## src/rtl/rect_plotter_pkg.sv

```systemverilog
// Shared screen geometry, coordinate widths, FSM encoding and command layout
// for the rectangle fill engine and its command buffer.
package rect_plotter_pkg;

    localparam int XSCREEN = 160;
    localparam int YSCREEN = 120;
    localparam int XW      = 8;
    localparam int YW      = 7;
    localparam int CW      = 3;

    // Screen limits sized to the one-bit-wider pixel address sums.
    localparam logic [XW:0] X_LIMIT = XSCREEN[XW:0];
    localparam logic [YW:0] Y_LIMIT = YSCREEN[YW:0];

    typedef enum logic [1:0] {
        ST_IDLE = 2'd0,
        ST_FILL = 2'd1,
        ST_DONE = 2'd2
    } state_t;

    typedef struct packed {
        logic [XW-1:0] x;
        logic [YW-1:0] y;
        logic [XW-1:0] w;
        logic [YW-1:0] h;
        logic [CW-1:0] colour;
    } rect_cmd_t;

    localparam int CMD_BITS = $bits(rect_cmd_t);

    function automatic logic is_empty(input rect_cmd_t c);
        return (c.w == '0) || (c.h == '0);
    endfunction

endpackage

```

## src/rtl/rect_cmd_buffer.sv

```systemverilog
// One-entry valid/ready holding register for a rectangle command; the
// engine drains it with out_take while the next command can queue up.
module rect_cmd_buffer
    import rect_plotter_pkg::*;
(
    input  logic                clock,
    input  logic                reset,
    input  logic                in_valid,
    output logic                in_ready,
    input  logic [CMD_BITS-1:0] in_cmd,
    output logic                out_valid,
    output logic [CMD_BITS-1:0] out_cmd,
    input  logic                out_take
);

    logic                pend_valid;
    logic [CMD_BITS-1:0] pend_cmd;
    logic                accept;

    assign accept = in_valid && !pend_valid;

    // NOTE: sequential state uses non-blocking assignments so every register samples pre-edge values.
    always_ff @(posedge clock) begin
        if (!reset) begin
            pend_valid <= 1'b0;
        end else if (accept) begin
            pend_valid <= 1'b1;
        end else if (out_take) begin
            pend_valid <= 1'b0;
        end
    end

    // NOTE: the payload has no reset; it is only ever read while pend_valid is set.
    always_ff @(posedge clock) begin
        if (accept) begin
            pend_cmd <= in_cmd;
        end
    end

    assign in_ready  = !pend_valid;
    assign out_valid = pend_valid;
    assign out_cmd   = pend_cmd;

endmodule

```

## src/rtl/rect_plotter.sv

```systemverilog
// Rectangle fill engine feeding vga_adapter: walks each buffered rectangle
// in raster order, one pixel per clock, suppressing plot for off-screen pixels.
module rect_plotter
    import rect_plotter_pkg::*;
(
    input  logic          clock,
    input  logic          reset,
    input  logic          cmd_valid,
    output logic          cmd_ready,
    input  logic [XW-1:0] cmd_x,
    input  logic [YW-1:0] cmd_y,
    input  logic [XW-1:0] cmd_w,
    input  logic [YW-1:0] cmd_h,
    input  logic [CW-1:0] cmd_colour,
    output logic [XW-1:0] vga_x,
    output logic [YW-1:0] vga_y,
    output logic [CW-1:0] vga_colour,
    output logic          plot,
    output logic          busy,
    output logic          done
);

    state_t              state;
    state_t              state_next;
    rect_cmd_t           in_cmd;
    rect_cmd_t           pend;
    logic [CMD_BITS-1:0] pend_bits;
    logic                pend_valid;
    logic                take;

    rect_cmd_t           act;
    logic [XW-1:0]       cx;
    logic [YW-1:0]       cy;
    logic                last_col;
    logic                last_row;
    logic [XW:0]         px;
    logic [YW:0]         py;
    logic                filling;

    assign in_cmd = '{x: cmd_x, y: cmd_y, w: cmd_w, h: cmd_h, colour: cmd_colour};

    rect_cmd_buffer u_buffer (
        .clock     (clock),
        .reset     (reset),
        .in_valid  (cmd_valid),
        .in_ready  (cmd_ready),
        .in_cmd    (in_cmd),
        .out_valid (pend_valid),
        .out_cmd   (pend_bits),
        .out_take  (take)
    );

    assign pend = rect_cmd_t'(pend_bits);
    assign take = (state == ST_IDLE) && pend_valid;

    assign last_col = (cx == act.w - XW'(1));
    assign last_row = (cy == act.h - YW'(1));

    always_ff @(posedge clock) begin
        if (!reset) begin
            state <= ST_IDLE;
            act   <= '0;
            cx    <= '0;
            cy    <= '0;
        end else begin
            state <= state_next;
            if (take) begin
                act <= pend;
                cx  <= '0;
                cy  <= '0;
            end else if (state == ST_FILL) begin
                if (last_col) begin
                    cx <= '0;
                    cy <= cy + YW'(1);
                end else begin
                    cx <= cx + XW'(1);
                end
            end
        end
    end

    // NOTE: state_next gets its default before the case so no path can infer a latch.
    always_comb begin
        state_next = state;
        case (state)
            ST_IDLE: begin
                if (pend_valid) begin
                    state_next = is_empty(pend) ? ST_DONE : ST_FILL;
                end
            end
            ST_FILL: begin
                if (last_col && last_row) begin
                    state_next = ST_DONE;
                end
            end
            ST_DONE: state_next = ST_IDLE;
            default: state_next = ST_IDLE;
        endcase
    end

    // Addresses are one bit wider so pixels past the right/bottom edge clip instead of wrapping.
    assign px      = {1'b0, act.x} + {1'b0, cx};
    assign py      = {1'b0, act.y} + {1'b0, cy};
    assign filling = (state == ST_FILL);

    assign vga_x      = filling ? px[XW-1:0] : '0;
    assign vga_y      = filling ? py[YW-1:0] : '0;
    assign vga_colour = filling ? act.colour : '0;
    assign plot       = filling && (px < X_LIMIT) && (py < Y_LIMIT);
    assign done       = (state == ST_DONE);
    assign busy       = (state != ST_IDLE) || pend_valid;

endmodule

```

## config.mk

```make
export PLATFORM = sky130hd
export DESIGN_NAME = rect_plotter
export DESIGN_NICKNAME = d
export VERILOG_FILES = /design/src/rtl/rect_plotter_pkg.sv /design/src/rtl/rect_cmd_buffer.sv /design/src/rtl/rect_plotter.sv
export SDC_FILE = /design/constraint.sdc
export NUM_CORES = 1
export LEC_CHECK = 0
export CAP_MARGIN = 20
export CORE_AREA = 2 2 87 173
export DETAILED_ROUTE_END_ITERATION = 8
export DIE_AREA = 0 0 89 175
export HOLD_SLACK_MARGIN = 0.08
export SLEW_MARGIN = 20
export SYNTH_ARGS = -nofsm -noshare
export SYNTH_HDL_FRONTEND = slang
export SYNTH_SLANG_ARGS = --single-unit
```

## constraint.sdc

```tcl
create_clock -name clock -period 2.6 [get_ports clock]
set_input_delay 0.52 -clock clock [delete_from_list [all_inputs] [get_ports clock]]
set_output_delay 0.52 -clock clock [all_outputs]
set_load 0.01 [all_outputs]
```

==> results.md <==
- Status: finished with violations
- Violated checks: setup timing
- Post-Syn Nets: 491
- Residual antenna-violating net count after detailed routing: 0
- Number of flip-flops and latches in the synthesized netlist: between 80 and 90
- Number of antenna diodes: 0
- Main combinational cell family by area after synthesis: simple AND/OR/NAND/NOR gates
- Multiplexer share of the synthesized area: 0.00475
- Number of buffer and inverter stages on the critical path: 1
- Worst slew pin tran: ~670 ps
- Number of core rows: 62
- Maximum number of pins on one net before global-route repair: 35
- Clock-pin slew on the worst setup and hold paths: 60 ps
- R2r setup slk: around 370 ps
- Level count of the clock H-tree: 3
- Total detailed-routing wirelength: 9890 um
- Path type of the worst setup path: reg -> out
- Finished Layout Cells: 722
- Signed area change from the synthesized netlist to the final layout: 35.7%
- Power density over the cells: 546 mW/mm2
- Global route total overflow: 0
- All-layer global routing usage: 0.137
- Final-layout fill cell count: 1451
- Post-detailed-route via-to-cell ratio: 4.62
- Part of the total power dissipated in combinational logic: 0.134
- NumNets Final: ~580
- Crit-path max cell delay: between 500 and 600 ps
- Number of buffers created by CTS: 9
- Most common library cell in the layout ignoring fill and taps: sky130_fd_sc_hd__nand2_1
- Logic depth of the worst register-to-register path: 9
- Die footprint: 0.0156 mm2
- Fmax: approximately 340 MHz
- Leakage power: around 2.2 nW
- Critical path required time: 2080 ps
- Maximum capacitance violations: 0
- Part of the power in registers: 0.481
- Cells after DPL: 701
- Max IR drop VDD: a little under 400 uV
- Ratio of final minimum period to clock period: 1.12
- Compound-Gate Fraction of Synth Area: 0.138
- Kind of start point of the critical path: flip-flop
- Startpoint of the worst-slack reg-to-reg timing path: act[10]
- Library cells used by synthesis: 50
- Peak fanout along the critical path: 3
- Initial core utilization: 0.295
- Number of failing setup endpoints in the final timing report: 7
- Cells traversed along the worst timing path: ha_4, a211oi_4, o21bai_1, a21oi_2, xnor2_1, and2_1, clkdlybuf4s50_1
- Async set or reset register ratio after synthesis: 0
- Final weighted congestion in routability-driven placement: 0.888
- Clock Latency Late Sink: about 330 ps
- Tightest hold margin: 471 ps
- Count of input and output buffers: 57
- Classification of the worst-slack hold path: reg -> reg
- Type of destination of the critical path: output port
- Internal power summed over all cells: 2.31 mW
- Switching share of power: 0.260
- Critical path arrival: 2390 ps
- Share of final-layout standard cells stronger than drive strength 1: 0.211
- Root buf cell: sky130_fd_sc_hd__clkbuf_16
- Adder-Cell Fraction of Synth Area: 0.0660
- Count of final hold-check violations: 0
- Yosys warns: 0
- Storage element area: 0.00202 mm2
- Period minus WS final: about 2900 ps
- Post-Synthesis Mean Instance Area: ~9.7 um2
- Area of combinational cells with multiple inputs: between 0.002 and 0.0025 mm2
- CTS sink count: 84
- RSZ-0062 raised after global routing: true
- Synth Area in XOR/XNOR: 0.0781
- Count of boundary I/O pins: between 50 and 60
- Vias in the first global route: between 3000 and 4000
- Hold Crit Start: act[2]
- Critical-path cell with the highest stage delay: sky130_fd_sc_hd__clkdlybuf4s50_1
- Detailed placement HPWL: roughly 7600 um
- FF-to-FF End: state[0]
- Height of the chip: approximately 180 um
- Final worst clock skew: between 5 and 6 ps
- Proportion of synthesized chip area in sequential cells: 0.478
- Total via count after detailed routing: between 3000 and 4000
- Antenna violations before repair: 0
- Placed Instance Area: approximately 0.0052 mm2
- Final cell area excluding filler cells: 0.00571 mm2
- Core area: 0.0143 mm2
- Commonest cells after routing, fill and taps aside: 77 x sky130_fd_sc_hd__nand2_1, 46 x sky130_fd_sc_hd__clkdlybuf4s50_1, 44 x sky130_fd_sc_hd__dfxtp_1, 37 x sky130_fd_sc_hd__buf_4
- Longest Clk Path Bufs: 2
- Share of total power in the clock network: 0.385
- First-pass iteration count of the detailed router: 4
- First-pass GRT wire length: 16500 um
- Relative slew slack: 0.548
- Cell area after synthesis: 0.00421 mm2
- Count of hold-fix buffers inserted at cts: 0
- Initial DRC Count: approximately 180
- Power after layout: 3.12 mW
- Post-route setup slack: -310 ps
- Hold-critical path depth: 2
- Simple-gate area share of the yosys netlist: 0.209
- Routed WL per cell: between 10 and 15 um
- Post-synthesis cell count: 434
- Synth Flop Type: sky130_fd_sc_hd__dfxtp_1
- Number of slew-limit violations in the final report: 0
- Die Wd: between 80 and 90 um
- TritonCTS clock tree: yes
- Cell family with most CP delay: compound AO/OA/AOI/OAI gates
- Hold Path End: act[2]
- Net Switching: between 0.8 and 0.9 mW
- Drc violations: 0
- Post-synth EDFFs: 33
-- layout make-up --
| type | count | share of cell area |
|---|---|---|
| tap | 192 | 0.0420 |
| multi-input combinational | 322 | 0.396 |
| clock buffer | 9 | 0.0394 |
| inverter | 11 | 0.00723 |
| timing repair buffer | 97 | 0.151 |
| clock inverter | 7 | 0.0101 |
| sequential | 84 | 0.354 |
-- through the flow --
stage          setup slack (ps)   util  setup TNS [ps]
3_5_place_dp               -506  0.366           -1930
4_1_cts                    -282  0.394           -1260
3_3_place_gp               -484  0.366           -1620
5_1_grt                    -435  0.400           -2010
6_report                   -310  0.400           -1200
2_1_floorplan              9.76      -               0
-- layer usage --
metal  vias up  share of wire  track usage
met5         -              0            0
met4         0          0.052       0.0858
met3        29          0.031       0.0203
met2        76           0.54        0.253
met1      1537           0.38        0.137
li1       1696              -            -
-- worst max path at each step --
| stage | start | to | cells past startpoint |
|---|---|---|---|
| after floorplan | cx[0] | plot | 9 |
| after global placement | act[25] | plot | 10 |
| after detailed placement | act[25] | plot | 10 |
| after CTS | act[25] | plot | 10 |
| after global routing | cx[1] | plot | 9 |
| final | cx[1] | vga_x[5] | 7 |
-- power groups by stage --
stage	registers (mW)	clock network, mW	logic [mW]
after global routing	1.51	1.29	0.471
after global placement	1.52	0	0.398
after floorplan	1.51	0	0.249
after detailed placement	1.53	0	0.407
final	1.50	1.20	0.418
after CTS	1.50	1.24	0.414
-- flip-flops by register name (all words and copies together) (netlist names) --
register,cells
act,33
cx,8
cy,7
state,2
u_buffer.out_cmd,33
u_buffer.out_valid,1
-- cell families after synthesis --
| group | count (synthesis) |
|---|---|
| flip-flops | 84 |
| XOR/XNOR | 36 |
| adder cells (fa/ha/maj) | 21 |
| multiplexers | 2 |
| AO/OA/AOI/OAI | 83 |
| buffers and inverters | 28 |
| AND/OR/NAND/NOR | 180 |
-- tightest hold or removal path, cell delays in order, from the launching register on --
cell and delay [ps]:
sky130_fd_sc_hd__dfxtp_1 310, sky130_fd_sc_hd__nand2_1 50, sky130_fd_sc_hd__a21boi_0 70
-- cells in the mapped netlist (2+ instances only) --
master,n,area (um2)
sky130_fd_sc_hd__buf_2,3,15.0
sky130_fd_sc_hd__nand2b_1,4,25.0
sky130_fd_sc_hd__o21ai_0,11,55.1
sky130_fd_sc_hd__inv_1,11,41.3
sky130_fd_sc_hd__ha_1,19,238
sky130_fd_sc_hd__xnor2_1,15,131
sky130_fd_sc_hd__and3_1,6,37.5
sky130_fd_sc_hd__o21a_1,2,15.0
sky130_fd_sc_hd__dfxtp_1,51,1020
sky130_fd_sc_hd__a31oi_1,2,12.5
sky130_fd_sc_hd__clkbuf_1,13,48.8
sky130_fd_sc_hd__a21o_1,4,30.0
sky130_fd_sc_hd__nor2_1,35,131
sky130_fd_sc_hd__o21ai_1,2,10.0
sky130_fd_sc_hd__a21oi_1,10,50.1
sky130_fd_sc_hd__or3_1,3,18.8
sky130_fd_sc_hd__edfxtp_1,33,991
sky130_fd_sc_hd__nand3_4,2,35.0
sky130_fd_sc_hd__nand3_1,8,40.0
sky130_fd_sc_hd__nor2b_1,7,43.8
sky130_fd_sc_hd__nor3_1,8,40.0
sky130_fd_sc_hd__nor4_1,2,12.5
sky130_fd_sc_hd__mux2i_1,2,20.0
sky130_fd_sc_hd__nand2_1,77,289
sky130_fd_sc_hd__a211oi_1,6,45.0
sky130_fd_sc_hd__fa_1,2,40.0
sky130_fd_sc_hd__nand4_1,7,43.8
sky130_fd_sc_hd__o21bai_1,4,30.0
sky130_fd_sc_hd__xor2_1,20,175
sky130_fd_sc_hd__and2_1,13,81.3
sky130_fd_sc_hd__a21boi_0,33,248
-- timing repair --
action                                  4_1_cts  5_1_grt
setup buffers                                 5        3
endpoints found under the setup margin       13       10
resized for setup                            62       22
pin swaps                                    22       11
Power figures use the tool's default switching activity.
